$ cat src/rtl/apb_arb_pkg.sv
// Shared types and helpers for the APB requester arbiter.
package apb_arb_pkg;

  typedef enum logic [1:0] {IDLE, SETUP, ACCESS} apb_arb_state_t;

  // Low bit of requester idx's field inside a packed per-requester bus.
  function automatic int slice_lo(input int idx, input int width);
    return idx * width;
  endfunction

endpackage

$ cat src/rtl/rr_arbiter.sv
// Combinational round-robin picker: the search starts just after 'last' and wraps.
module rr_arbiter #(
  parameter  int N  = 2,
  localparam int LW = (N > 1) ? $clog2(N) : 1
) (
  input  logic [N-1:0]  req,
  input  logic [LW-1:0] last,
  output logic [N-1:0]  gnt
);

  logic          w_found;
  logic [LW-1:0] w_idx;

  always_comb begin
    gnt     = '0;
    w_found = 1'b0;
    w_idx   = '0;
    // k = N revisits 'last' itself, so it only wins when nobody else asks.
    for (int k = 1; k <= N; k++) begin
      w_idx = LW'((int'(last) + k) % N);
      if (!w_found && req[w_idx]) begin
        gnt[w_idx] = 1'b1;
        w_found    = 1'b1;
      end
    end
  end

endmodule

$ cat src/rtl/apb_gpio_arb.sv
// Round-robin APB4 arbiter: MASTERS requesters share one APB4 slave; the winner's
// transfer is replayed on the registered m-side port and its result routed back.
module apb_gpio_arb
  import apb_arb_pkg::*;
#(
  parameter int MASTERS    = 2,
  parameter int PADDR_SIZE = 4,
  parameter int PDATA_SIZE = 8
) (
  input  logic                            PRESETn,
  input  logic                            PCLK,
  input  logic [MASTERS-1:0]              s_PSEL,
  input  logic [MASTERS-1:0]              s_PENABLE,
  input  logic [MASTERS*PADDR_SIZE-1:0]   s_PADDR,
  input  logic [MASTERS-1:0]              s_PWRITE,
  input  logic [MASTERS*PDATA_SIZE/8-1:0] s_PSTRB,
  input  logic [MASTERS*PDATA_SIZE-1:0]   s_PWDATA,
  output logic [PDATA_SIZE-1:0]           s_PRDATA,
  output logic [MASTERS-1:0]              s_PREADY,
  output logic [MASTERS-1:0]              s_PSLVERR,
  output logic                            m_PSEL,
  output logic                            m_PENABLE,
  output logic                            m_PWRITE,
  output logic [PADDR_SIZE-1:0]           m_PADDR,
  output logic [PDATA_SIZE/8-1:0]         m_PSTRB,
  output logic [PDATA_SIZE-1:0]           m_PWDATA,
  input  logic [PDATA_SIZE-1:0]           m_PRDATA,
  input  logic                            m_PREADY,
  input  logic                            m_PSLVERR,
  output logic [MASTERS-1:0]              gnt_o
);

  localparam int LW = (MASTERS > 1) ? $clog2(MASTERS) : 1;
  localparam int SW = PDATA_SIZE / 8;

  apb_arb_state_t          r_state, w_next;
  logic [MASTERS-1:0]      r_gnt, w_req, w_arb_gnt;
  logic [LW-1:0]           r_last, w_idx;
  logic                    w_load, w_done;
  logic                    r_psel, r_pen, r_pwrite, w_pwrite;
  logic [PADDR_SIZE-1:0]   r_paddr, w_paddr;
  logic [SW-1:0]           r_pstrb, w_pstrb;
  logic [PDATA_SIZE-1:0]   r_pwdata, w_pwdata;
  logic                    w_unused;

  // Requests are qualified by PSEL alone; PENABLE carries no extra information here.
  assign w_unused = ^s_PENABLE;

  assign w_done = (r_state == ACCESS) && m_PREADY;
  // The completing requester still holds PSEL this cycle; keep it out of the next pick.
  assign w_req  = (r_state == ACCESS) ? (s_PSEL & ~r_gnt) : s_PSEL;

  rr_arbiter #(.N(MASTERS)) u_rr (
    .req  (w_req),
    .last (r_last),
    .gnt  (w_arb_gnt)
  );

  always_comb begin
    w_idx    = '0;
    w_paddr  = '0;
    w_pwrite = 1'b0;
    w_pstrb  = '0;
    w_pwdata = '0;
    for (int i = 0; i < MASTERS; i++) begin
      if (w_arb_gnt[i]) begin
        w_idx    = LW'(i);
        w_paddr  = s_PADDR[slice_lo(i, PADDR_SIZE) +: PADDR_SIZE];
        w_pwrite = s_PWRITE[i];
        w_pstrb  = s_PSTRB[slice_lo(i, SW) +: SW];
        w_pwdata = s_PWDATA[slice_lo(i, PDATA_SIZE) +: PDATA_SIZE];
      end
    end
  end

  always_comb begin
    w_next = r_state;
    w_load = 1'b0;
    case (r_state)
      IDLE: begin
        if (|w_req) begin
          w_next = SETUP;
          w_load = 1'b1;
        end
      end
      SETUP:  w_next = ACCESS;
      ACCESS: begin
        if (m_PREADY) begin
          if (|w_req) begin
            w_next = SETUP;
            w_load = 1'b1;
          end else begin
            w_next = IDLE;
          end
        end
      end
      default: w_next = IDLE;
    endcase
  end

  always_ff @(posedge PCLK or negedge PRESETn) begin
    if (!PRESETn) begin
      r_state  <= IDLE;
      r_gnt    <= '0;
      r_last   <= LW'(MASTERS - 1);
      r_psel   <= 1'b0;
      r_pen    <= 1'b0;
      r_pwrite <= 1'b0;
      r_paddr  <= '0;
      r_pstrb  <= '0;
      r_pwdata <= '0;
    end else begin
      r_state <= w_next;
      r_psel  <= (w_next != IDLE);
      r_pen   <= (w_next == ACCESS);
      if (w_load) begin
        r_gnt    <= w_arb_gnt;
        r_last   <= w_idx;
        r_pwrite <= w_pwrite;
        r_paddr  <= w_paddr;
        r_pstrb  <= w_pstrb;
        r_pwdata <= w_pwdata;
      end else if (w_next == IDLE) begin
        r_gnt <= '0;
      end
    end
  end

  assign m_PSEL    = r_psel;
  assign m_PENABLE = r_pen;
  assign m_PWRITE  = r_pwrite;
  assign m_PADDR   = r_paddr;
  assign m_PSTRB   = r_pstrb;
  assign m_PWDATA  = r_pwdata;
  assign gnt_o     = r_gnt;

  assign s_PRDATA  = m_PRDATA;
  assign s_PREADY  = w_done ? r_gnt : '0;
  assign s_PSLVERR = s_PREADY & {MASTERS{m_PSLVERR}};

endmodule

$ cat config.mk
export PLATFORM = sky130hd
export DESIGN_NAME = apb_gpio_arb
export DESIGN_NICKNAME = d
export VERILOG_FILES = /design/src/rtl/apb_arb_pkg.sv /design/src/rtl/rr_arbiter.sv /design/src/rtl/apb_gpio_arb.sv
export SDC_FILE = /design/constraint.sdc
export NUM_CORES = 1
export LEC_CHECK = 0
export BUFFER_PORTS_ARGS = -buffer_cell sky130_fd_sc_hd__buf_2
export CAP_MARGIN = 20
export CORE_ASPECT_RATIO = 1.2
export CORE_UTILIZATION = 30
export DETAILED_ROUTE_END_ITERATION = 6
export PLACE_DENSITY = 0.74
export SYNTH_ARGS = -nofsm -noshare
export SYNTH_HDL_FRONTEND = slang
export SYNTH_SLANG_ARGS = --single-unit
$ cat constraint.sdc
create_clock -name PCLK -period 1.85 [get_ports PCLK]
set_input_delay 0.2775 -clock PCLK [delete_from_list [all_inputs] [get_ports PCLK]]
set_output_delay 0.2775 -clock PCLK [all_outputs]
set_load 0.01 [all_outputs]
# [Word-level counts from Yosys, hierarchy flattened]
# Index checks and enable logic that the tools add are counted.
[totals] romBits=0 regBits=21 latch_bits=0 mem_count=0 mem_bits_rw=0 output_inout_bits=30
[classes] addsub=2 mul=0 n_lt_le_gt_ge=4 n_shift=0 mux=31 reduce_logical=10 div_mod_pow=0 eq_ne=3 n_bitwise=4
[op_table] operator="$mux W2" n=8
[op_table] operator="$mux W8" n=2
[op_table] operator="$mux W1" n=15
[op_table] operator="$mux W4" n=2
[op_table] operator="$pmux W2 S3" n=1
[op_table] operator="$and A2 B2 Y2" n=2
[op_table] operator="$eq A2 B2 Y1 const B" n=2
[op_table] operator="$logic_and A1 B1 Y1" n=4
[op_table] operator="$logic_not A2 Y1" n=2
[op_table] operator="$lt A1 B2 Y1 const B" n=2
[op_table] operator="$reduce_bool A2 Y1" n=2
[op_table] operator="$add A1 B1 Y1 const B" n=2
[op_table] operator="$demux W1 S1" n=2
[op_table] operator="$eq A2 B1 Y1 const B" n=1
[op_table] operator="$ge A1 B1 Y1 const B" n=2
[op_table] operator="$not A2 Y2" n=1
[op_table] operator="$or A2 B2 Y2" n=1
[op_table] operator="$pmux W1 S2" n=1
[op_table] operator="$reduce_or A2 Y1" n=1
[op_table] operator="$logic_not A1 Y1" n=1

# [Longest topological paths before layout]
# Gate-level depths: netlist (run 1).
[logic_depth] depth_word=11 ltp_mapped=6 mapped_depth_nobuf=4

# [By module]
# From an unflattened synthesis (run 1), not the netlist that was laid out.
[unflattened] hier_cells=87 hier_area_um2=1103.6
[modules_own_cells] mod="apb_gpio_arb" cells_each=84 area_per_inst_um2=1084.8 instances=1 seq_area_each_um2=526.8
[modules_own_cells] mod="rr_arbiter" cells_each=3 area_per_inst_um2=18.8 instances=1 seq_area_each_um2=0.0

# [Least setup slack after synthesis (run 1)]
# No wires, ideal clock.
[synth_path] path_type="reg2reg" start="reg r_state[0]" end="reg r_paddr[3], in the netlist m_PADDR[3]" path_stages_with_launch=7 t_required_ps=1725 slack_ps=65 t_arrival_ps=1661 setup_ps=125 path_cell_list="dfrtp_1 buf_6 and3b_1 a2bb2oi_1 nor3_4 buf_4 mux2_2"
[synth_between] elab_chain_len=10 word_cells_on_any_way=19 cone_classes="eq/ne: 1; mux: 13; bitwise: 1; reduce/logical: 4"
[synth_lines] element="start, declared" line="apb_gpio_arb.sv:36" rtl="apb_arb_state_t r_state, w_next;"
[synth_lines] element="start signal, assigned" line="apb_gpio_arb.sv:113" rtl="r_state <= w_next;"
[synth_lines] element="$eq A2 B2 Y1" line="apb_gpio_arb.sv:51, apb_gpio_arb.sv:79"
[synth_lines] element="$mux W2" line="apb_gpio_arb.sv:51" rtl="assign w_req = (r_state == ACCESS) ? (s_PSEL & ~r_gnt) : s_PSEL;"
[synth_lines] element="$mux W1 (implied by the code) (2 in a row)" line="rr_arbiter.sv:21" rtl="if (!w_found && req[w_idx]) begin"
[synth_lines] element="$mux W1" line="rr_arbiter.sv:21"
[synth_lines] element="$logic_not A1 Y1" line="rr_arbiter.sv:21"
[synth_lines] element="$logic_and A1 B1 Y1" line="rr_arbiter.sv:21"
[synth_lines] element="$mux W2" line="rr_arbiter.sv:21"
[synth_lines] element="$mux W4 (2 in a row)" line="apb_gpio_arb.sv:66" rtl="if (w_arb_gnt[i]) begin"
[synth_lines] element="end signal, assigned" line="apb_gpio_arb.sv:120" rtl="r_paddr <= w_paddr;"
[synth_lines] element="end, declared" line="apb_gpio_arb.sv:41" rtl="logic [PADDR_SIZE-1:0] r_paddr, w_paddr;"
# Several ways; a longest one is shown, not always the timed one. The select of a mux whose other input is x is not followed.
# A chain may end at the register's enable or synchronous reset.

# [Worst setup path after layout (run 1)]
[layout_path] start="reg r_state[0]" end="reg r_pwdata[0], in the netlist m_PWDATA[0]"
[layout_between] elab_chain_len=10 word_cells_on_any_way=19 cone_classes="eq/ne: 1; mux: 13; bitwise: 1; reduce/logical: 4"
[layout_lines] element="$eq A2 B2 Y1" line="apb_gpio_arb.sv:51, apb_gpio_arb.sv:79"
[layout_lines] element="$mux W2" line="apb_gpio_arb.sv:51"
[layout_lines] element="$mux W1 (implied by the code) (2 in a row)" line="rr_arbiter.sv:21"
[layout_lines] element="$mux W1" line="rr_arbiter.sv:21"
[layout_lines] element="$logic_not A1 Y1" line="rr_arbiter.sv:21"
[layout_lines] element="$logic_and A1 B1 Y1" line="rr_arbiter.sv:21"
[layout_lines] element="$mux W2" line="rr_arbiter.sv:21"
[layout_lines] element="$mux W8 (2 in a row)" line="apb_gpio_arb.sv:66"
[layout_lines] element="end signal, assigned" line="apb_gpio_arb.sv:122" rtl="r_pwdata <= w_pwdata;"
[layout_lines] element="end, declared" line="apb_gpio_arb.sv:43" rtl="logic [PDATA_SIZE-1:0] r_pwdata, w_pwdata;"
# Several ways; a longest one is shown, not always the timed one. The select of a mux whose other input is x is not followed.

==> results of run 1 <==
[final timing paths]
path | to | slack, ps
setup reg to reg | m_PWDATA[0] | 140
hold reg to reg | m_PADDR[2] | 510
max in group asynchronous | r_last | 1000
setup / recovery | m_PWDATA[0] | 140
min in group asynchronous | m_PADDR[2] | 510
hold / removal | m_PWDATA[4] | 370
[kinds of logic after synthesis]
family                 after synthesis
DFF                                 21
AOI/OAI and AO/OA                   20
muxes                               18
buffers and inverters               14
and+or+nand+nor                     10
[synth_stat cells (all sizes together)]
library cell  count  area (um^2)
and2              2         12.5
nand3b            1         7.51
dfstp             1         26.3
mux2             17          191
nor3              1         16.3
a22oi             1         7.51
o22ai             1         6.26
a22o             15          131
nor2              2         7.51
buf              12         97.6
inv               2         7.51
a2bb2oi           1         8.76
o311a             1         21.3
or2               1         6.26
and3              2         12.5
and3b             1         8.76
a311oi            1         15.0
mux2i             1         10.0
dfrtp            20          500
[where the power goes]
group	total (W)	leakage (nW)	internal (W)	switching (W)
clock	0.000295	0.0228	0.000153	0.000142
sequential	0.000804	0.260	0.000680	0.000125
combinational	0.000987	0.458	0.000536	0.000451
[routing by layer]
| metal | GRT usage, % | part of all wire (%) | up-vias |
|---|---|---|---|
| met5 | 0 | 0 | - |
| met4 | 4.57 | 1.2 | 0 |
| met3 | 1.32 | 5.4 | 4 |
| met2 | 22.4 | 54 | 30 |
| met1 | 16.4 | 40 | 425 |
| li1 | - | - | 403 |
[metrics by stage]
step / power, W / instance area [um^2] / setup WS [ps] / util, %
2_1_floorplan: 0.00151 / 1090 / 64.5 / -
3_5_place_dp: 0.00181 / 1350 / 143 / 39.4
6_report: 0.00209 / 1400 / 142 / 41.0
3_3_place_gp: 0.00176 / 1350 / 150 / 39.4
4_1_cts: 0.00211 / 1400 / 120 / 41.0
5_1_grt: 0.00224 / 1400 / 51.0 / 41.0
[sequential cells by signal, summed over array words and instances, names as in the netlist]
name       flops
m_PWDATA       8
m_PADDR        4
gnt_o          2
r_state        2
m_PENABLE      1
m_PSEL         1
m_PSTRB        1
m_PWRITE       1
r_last         1
[area by class of cell]
class | count | share of cell area, %
well taps | 37 | 3.30
repair buffers | 60 | 22.5
inverters | 2 | 0.535
clock buffers | 4 | 3.21
multi-input cells | 48 | 33.0
flip-flops and latches | 21 | 37.5
[critical path: stages (launching register included)]
cell and delay (ps):
dfrtp_1 420, and3b_1 240, a2bb2oi_1 180, nor3_4 210, buf_4 220, mux2_2 350
[timing repair]
action | in CTS | in global routing
hold buffers | 1 | 0
buffers inserted | 0 | 0
hold endpoints to repair | 20 | 0
resized for setup | 0 | 0
==> reports/qor.yml, run 1 <==
yosys:
  synthDistinctLibCells: 20
  synth_simple_gate_area_share_pct: 6.51
  synth.ff_latch_count: 21
  muxShareOfSynthArea_pct: 18.4
  synth_compound_area_share_pct: 17.4
  synthAdderAreaFrac_pct: 0
  yosys.area_share.xor_xnor_pct: 0
  syn_area_per_cell_um2: 13.2
  synth_warnings: 0
  synth_top_family_by_area: "multiplexers"
  syn_area_mm2: 0.00109
  synthCells: 83
  ys_seq_area_share_pct: 48.1
  synth_nets: 127
setup_path:
  critPathKind: "reg -> reg"
  endpoint_kind: "flip-flop"
  r2r-start: "r_state[0]"
  setup.worst_path.start: "r_state[0]"
  start_kind: "flip-flop"
  reg2reg_depth: 5
  critPathMaxFanout: 8
  critPathRequiredTime_ps: 1990
  worstPathArrival_ps: 1850
die:
  dieArea_mm2: 0.00390
  core_area_mm2: 0.00342
  row_count: 23
  io_pins: 74
  start_util_pct: 32.0
  dieWidth_um: 57.1
  die_h_um: 68.2
grt:
  grt_pass1_wl_um: 3880
  antenna_found_initial: 0
  overflow: 0
  grt_start_max_net_pins: 22
  grt_pass1_vias: 872
  grt_util_all_layers_pct: 12.8
timing:
  rsz0062_at_grt: "no"
  tightest_slew_ps: 471
  fin_crit_ps: 1710
  timing.setup.tns_ps: 0
  finClkSkew_ps: 2.37
  hold_viol: 0
  timing.fmax_mhz: 585
  timing.slew.headroom_pct: 68.6
  hold_slack_ps: 367
  setup_viol: 0
  timing.final.crit_share_pct: 92.3
  finalMaxSlewViolations: 0
final_layout:
  layout_commonest_cell: "buf_2"
  fin_cells: 172
  drive_gt1_share_pct: 62.2
  final_nets: 180
  synthToLayoutAreaGrowth_pct: 28.2
  fillCellCount: 329
  final_cell_mix: "55 x buf_2, 20 x dfrtp_1, 17 x mux2_2"
  multi_input_area_um2: 463
  n_antenna_cell: 0
  regArea_um2: 527
pwr:
  powerDensity_mw_per_mm2: 1490
  p_leak_nw: 0.741
  vdd.ir_drop.worst_mv: 0.604
run_status:
  status: "complete, but fails checks"
  violations: "design-rule violations"
placement:
  place.gp.congestion: 0.680
  io_buffers: 55
  dp_hpwl_um: 1850
  place_inst: 167
routing:
  routed_wl_um: 2460
  ant_nets: 0
  routedWlPerCell_um: 14.3
  drc: 12
  num_vias: 862
  dr.first_iter.drc_count: 24
  routed_via_density: 5.01
  dr.pass1.iters: 6
min_path:
  hold_class: "in -> reg"
  hp-start: "s_PWDATA[12]"
  hold_depth: 3
clocking:
  clockRootBuffer: "clkbuf_8"
  clock_latency_ps: 250
  cts_max_path_buffers: 2
  cts.clk_slew.worst_paths_ps: 80
  cts.sinks: 21
  cts_buffers: 3
  cts_tree: "built"
  h-tree-depth: 1
run:
  maxCapViolations: 0
Power figures use the tool's default switching activity.
==> run 2: changes to the inputs <==
--- a/config.mk
+++ b/config.mk
@@ -5,7 +5,7 @@
 export SDC_FILE = /design/constraint.sdc
 export NUM_CORES = 1
 export LEC_CHECK = 0
-export BUFFER_PORTS_ARGS = -buffer_cell sky130_fd_sc_hd__buf_2
+export BUFFER_PORTS_ARGS = -buffer_cell sky130_fd_sc_hd__buf_4
 export CAP_MARGIN = 20
 export CORE_ASPECT_RATIO = 1.2
 export CORE_UTILIZATION = 30
==> reports/qor.yml, run 2 (same netlist as run 1, synthesis figures left out) <==
routing:
  drc: 12
  routed_via_density: 5.12
  routed_wl_um: 2600
  num_vias: 876
  dr.first_iter.drc_count: 22
  routedWlPerCell_um: 15.2
  ant_nets: 0
  dr.pass1.iters: 5
setup_path:
  critPathRequiredTime_ps: 1990
  start_kind: "flip-flop"
  critPathMaxFanout: 16
  cp_num_buf_inv: 0
  worstPathArrival_ps: 1850
  endpoint_kind: "flip-flop"
  cp_top_family: "compound AO/OA/AOI/OAI gates"
  slowest_stage: "o311a_4"
  cpPeakStageDelay_ps: 420
  cp_cell_sequence: "and3b_1 -> o311a_4 -> a22o_1 -> mux2_2"
  critPathKind: "reg -> reg"
timing:
  timing.final.crit_share_pct: 92.7
  timing.slew.headroom_pct: 74.3
  finClkSkew_ps: 1.22
  timing.setup.tns_ps: 0
  fin_crit_ps: 1710
  hold_viol: 0
  hold_slack_ps: 356
  rsz0062_at_grt: "no"
  setup_viol: 0
  timing.fmax_mhz: 583
  tightest_slew_ps: 385
  finalMaxSlewViolations: 0
die:
  io_pins: 74
  row_count: 23
  start_util_pct: 32.0
  dieArea_mm2: 0.00390
  core_area_mm2: 0.00342
  dieWidth_um: 57.1
  die_h_um: 68.2
pwr:
  vdd.ir_drop.worst_mv: 0.673
  power_w: 0.00225
  p_leak_nw: 0.778
  powerDensity_mw_per_mm2: 1450
clocking:
  cts_max_path_buffers: 2
  ctsResizeCount: 0
  h-tree-depth: 1
  cts_setup_buffers: 0
  holdBufCountCts: 1
  cts.clk_slew.worst_paths_ps: 70
  clockRootBuffer: "clkbuf_8"
  cts_buffers: 3
  cts.sinks: 21
  cts_tree: "built"
  clock_latency_ps: 250
grt:
  grt_pass1_wl_um: 4060
  grt_start_max_net_pins: 22
  overflow: 0
  grt_pass1_vias: 903
  grt_util_all_layers_pct: 13.8
  antenna_found_initial: 0
final_layout:
  synthToLayoutAreaGrowth_pct: 41.3
  final_cell_mix: "57 x buf_4, 20 x dfrtp_1, 17 x mux2_2"
  layout_commonest_cell: "buf_4"
  fillCellCount: 324
  multi_input_area_um2: 463
  drive_gt1_share_pct: 61.9
  largest_register_ffs: 8
  regArea_um2: 527
  n_antenna_cell: 0
  final_nets: 179
run:
  maxCapViolations: 0
placement:
  dp_hpwl_um: 1930
  place.gp.congestion: 0.681
  io_buffers: 55
run_status:
  violations: "design-rule violations"
  status: "complete, but fails checks"
min_path:
  hold_class: "in -> reg"
run 2: cell count changes in the layout (fill, tap and decap cells not counted):
cell / change
buf_2: -55
buf_4: +53
buf_12: +1
run 2: tightest hold or removal path, stage by stage:
cell and delay (ps):
buf_4 100, a22oi_1 60, o22ai_1 120
run 2: layer usage:
metal	track usage, %	wire length (um)	vias to the layer above
met2	27.2	1500	30
li1	-	-	405
met3	1.51	130	4
met4	7.32	37	0
met1	14.3	934	437
met5	0	0	-
run 2: worst paths after layout:
kind	from	end	slack, ps	cells past startpoint
min in group asynchronous	PRESETn	m_PADDR[2]	460	2
max in group asynchronous	PRESETn	r_last	1110	2
min	m_PREADY	gnt_o[0]	360	3
max reg2reg	r_state[0]	m_PADDR[0]	140	4
max	r_state[0]	m_PADDR[0]	140	4
min reg2reg	m_PWDATA[1]	m_PWDATA[1]	510	1
run 2: layout make-up:
class,instances,area share [%]
Clock buffer,4,2.91
Inverter,2,0.485
Timing Repair Buffer,59,29.6
Sequential cell,21,34.1
Tap cell,37,2.99
Multi-Input combinational cell,48,29.9
run 2: power by group:
group / internal, W / switching [W] / total, W
combinational: 0.000673 / 0.000469 / 0.00114
clock: 0.000153 / 0.000135 / 0.000288
sequential: 0.000684 / 0.000135 / 0.000818
total: 0.00151 / 0.000739 / 0.00225
run 2: stage by stage:
step	cells	setup WS, ps	utilization (%)	area [um^2]
after floorplan	83	64.5	-	1090
after global placement	166	182	43.6	1490
after detailed placement	166	141	43.6	1490
after CTS	171	135	45.2	1550
after global routing	171	77.3	45.2	1550
final	171	136	45.2	1550
==> run 3: changes to the inputs <==
--- a/config.mk
+++ b/config.mk
@@ -8,9 +8,10 @@
 export BUFFER_PORTS_ARGS = -buffer_cell sky130_fd_sc_hd__buf_4
 export CAP_MARGIN = 20
 export CORE_ASPECT_RATIO = 1.2
+export CORE_MARGIN = 2
 export CORE_UTILIZATION = 30
 export DETAILED_ROUTE_END_ITERATION = 6
-export PLACE_DENSITY = 0.74
+export PLACE_DENSITY = 0.72
 export SYNTH_ARGS = -nofsm -noshare
 export SYNTH_HDL_FRONTEND = slang
 export SYNTH_SLANG_ARGS = --single-unit
==> constraint.sdc (replaced) <==
create_clock -name PCLK -period 2.05 [get_ports PCLK]
set_input_delay 0.3075 -clock PCLK [delete_from_list [all_inputs] [get_ports PCLK]]
set_output_delay 0.3075 -clock PCLK [all_outputs]
set_load 0.01 [all_outputs]
==> reports/qor.yml, run 3 (same netlist as run 1, synthesis figures left out) <==
clocking:
  holdBufCountCts: 1
  cts_buffers: 3
  cts.sinks: 21
  ctsResizeCount: 0
  cts_tree: "built"
  cts_setup_buffers: 0
  clock_latency_ps: 250
  clockRootBuffer: "clkbuf_8"
  h-tree-depth: 1
  cts.clk_slew.worst_paths_ps: 70
  cts_max_path_buffers: 2
timing:
  timing.slew.headroom_pct: 76.3
  tightest_slew_ps: 355
  setup_viol: 0
  timing.final.crit_share_pct: 82.4
  rsz0062_at_grt: "no"
  timing.fmax_mhz: 592
  finalMaxSlewViolations: 0
  timing.setup.tns_ps: 0
  finClkSkew_ps: 1.98
  fin_crit_ps: 1690
  hold_viol: 0
routing:
  routed_wl_um: 2400
  dr.first_iter.drc_count: 18
  routed_via_density: 4.95
  drc: 0
  ant_nets: 0
  dr.pass1.iters: 4
  num_vias: 856
  routedWlPerCell_um: 13.9
setup_path:
  r2r-start: "gnt_o[1]"
  endpoint_kind: "flip-flop"
  r2r_slack_ps: 360
  critPathKind: "reg -> reg"
  cp_cell_sequence: "and3b_1 -> o311a_4 -> a22o_1 -> mux2_2"
  slowest_stage: "dfrtp_1"
  start_kind: "flip-flop"
  reg2reg_depth: 4
  cpPeakStageDelay_ps: 420
  critPathMaxFanout: 16
  worstPathArrival_ps: 1830
  critPathRequiredTime_ps: 2190
  regToRegEndpoint: "m_PWDATA[3]"
pwr:
  power_frac_comb_pct: 51.1
  internal_power_w: 0.00136
  powerDensity_mw_per_mm2: 1310
  vdd.ir_drop.worst_mv: 0.682
  p_leak_nw: 0.781
  sequentialPowerShare_pct: 36.0
  p_sw_share_pct: 33.0
  clkPwrFrac_pct: 12.8
  switching_power_w: 0.000669
die:
  dieWidth_um: 59.1
  core_area_mm2: 0.00357
  dieArea_mm2: 0.00415
  start_util_pct: 30.6
  row_count: 24
  io_pins: 74
  die_h_um: 70.2
grt:
  antenna_found_initial: 0
  grt_pass1_wl_um: 4040
  grt_start_max_net_pins: 22
  overflow: 0
  grt_util_all_layers_pct: 12.3
  grt_pass1_vias: 920
final_layout:
  synthToLayoutAreaGrowth_pct: 41.6
  drive_gt1_share_pct: 62.7
  final_cell_mix: "57 x buf_4, 20 x dfrtp_1, 17 x mux2_2"
  n_antenna_cell: 0
  largest_register_ffs: 8
  final_nets: 179
  fin_area_mm2: 0.00155
  layout_commonest_cell: "buf_4"
min_path:
  hold_class: "in -> reg"
  hp-start: "m_PREADY"
  hold_end: "gnt_o[0]"
  hold_depth: 3
placement:
  dp_hpwl_um: 1860
  io_buffers: 55
  placed_area_mm2: 0.00149
  place.gp.congestion: 0.722
run:
  maxCapViolations: 0
run_status:
  status: "finished clean"
-- run 3: worst max path at each step --
stage	cells past startpoint	slack (ps)	startpoint	to
after global placement	4	380	gnt_o[1]	m_PADDR[1]
final	4	360	gnt_o[1]	m_PWDATA[3]
after detailed placement	4	360	gnt_o[1]	m_PWDATA[3]
after global routing	5	280	r_state[0]	s_PSLVERR[0]
after floorplan	6	260	r_state[0]	m_PADDR[3]
after CTS	4	360	gnt_o[1]	m_PWDATA[3]
-- run 3: metrics by stage --
| step | power, W | util (%) | setup slack, ps | cells | hold slack [ps] |
|---|---|---|---|---|---|
| finish | 0.00203 | 43.4 | 361 | 173 | 391 |
| global route | 0.00217 | 43.4 | 275 | 173 | 391 |
| CTS | 0.00205 | 43.4 | 361 | 173 | 388 |
| detailed placement | 0.00179 | 41.8 | 364 | 168 | 201 |
| global placement | 0.00175 | 41.8 | 384 | 168 | 200 |
| floorplan | 0.00136 | - | 265 | 83 | 11.9 |
-- run 3: final cells by class --
| cell class | count | area [um^2] |
|---|---|---|
| Tap cell | 39 | 48.8 |
| Clock buffer | 3 | 41.3 |
| Fill cell | 330 | 2020 |
| Multi-Input combinational cell | 48 | 463 |
| Clock inverter | 1 | 5.00 |
| Inverter | 2 | 7.51 |
| Sequential cell | 21 | 527 |
| Timing Repair Buffer | 59 | 458 |
-- run 3: routing by layer --
| layer | up-vias | GRT usage (%) | part of all wire (%) |
|---|---|---|---|
| met2 | 39 | 21.7 | 54 |
| met3 | 2 | 0.370 | 3.8 |
| met1 | 412 | 15.2 | 41 |
| met4 | 0 | 5.56 | 1.1 |
| li1 | 403 | - | - |
| met5 | - | 0 | 0 |
-- run 3: worst max-delay path, delay by kind of cell (launching register included) --
family	cells	cell delay (ps)
DFF	1	420
AOI/OAI and AO/OA	2	670
and+or+nand+nor	1	230
muxes	1	260
-- run 3: power by group through the flow --
stage / clock (W) / combinational, W / sequential [W]
floorplan: 0 / 0.000559 / 0.000800
global placement: 0 / 0.00102 / 0.000734
detailed placement: 0 / 0.00105 / 0.000738
CTS: 0.000269 / 0.00105 / 0.000731
global route: 0.000290 / 0.00112 / 0.000763
finish: 0.000260 / 0.00104 / 0.000731
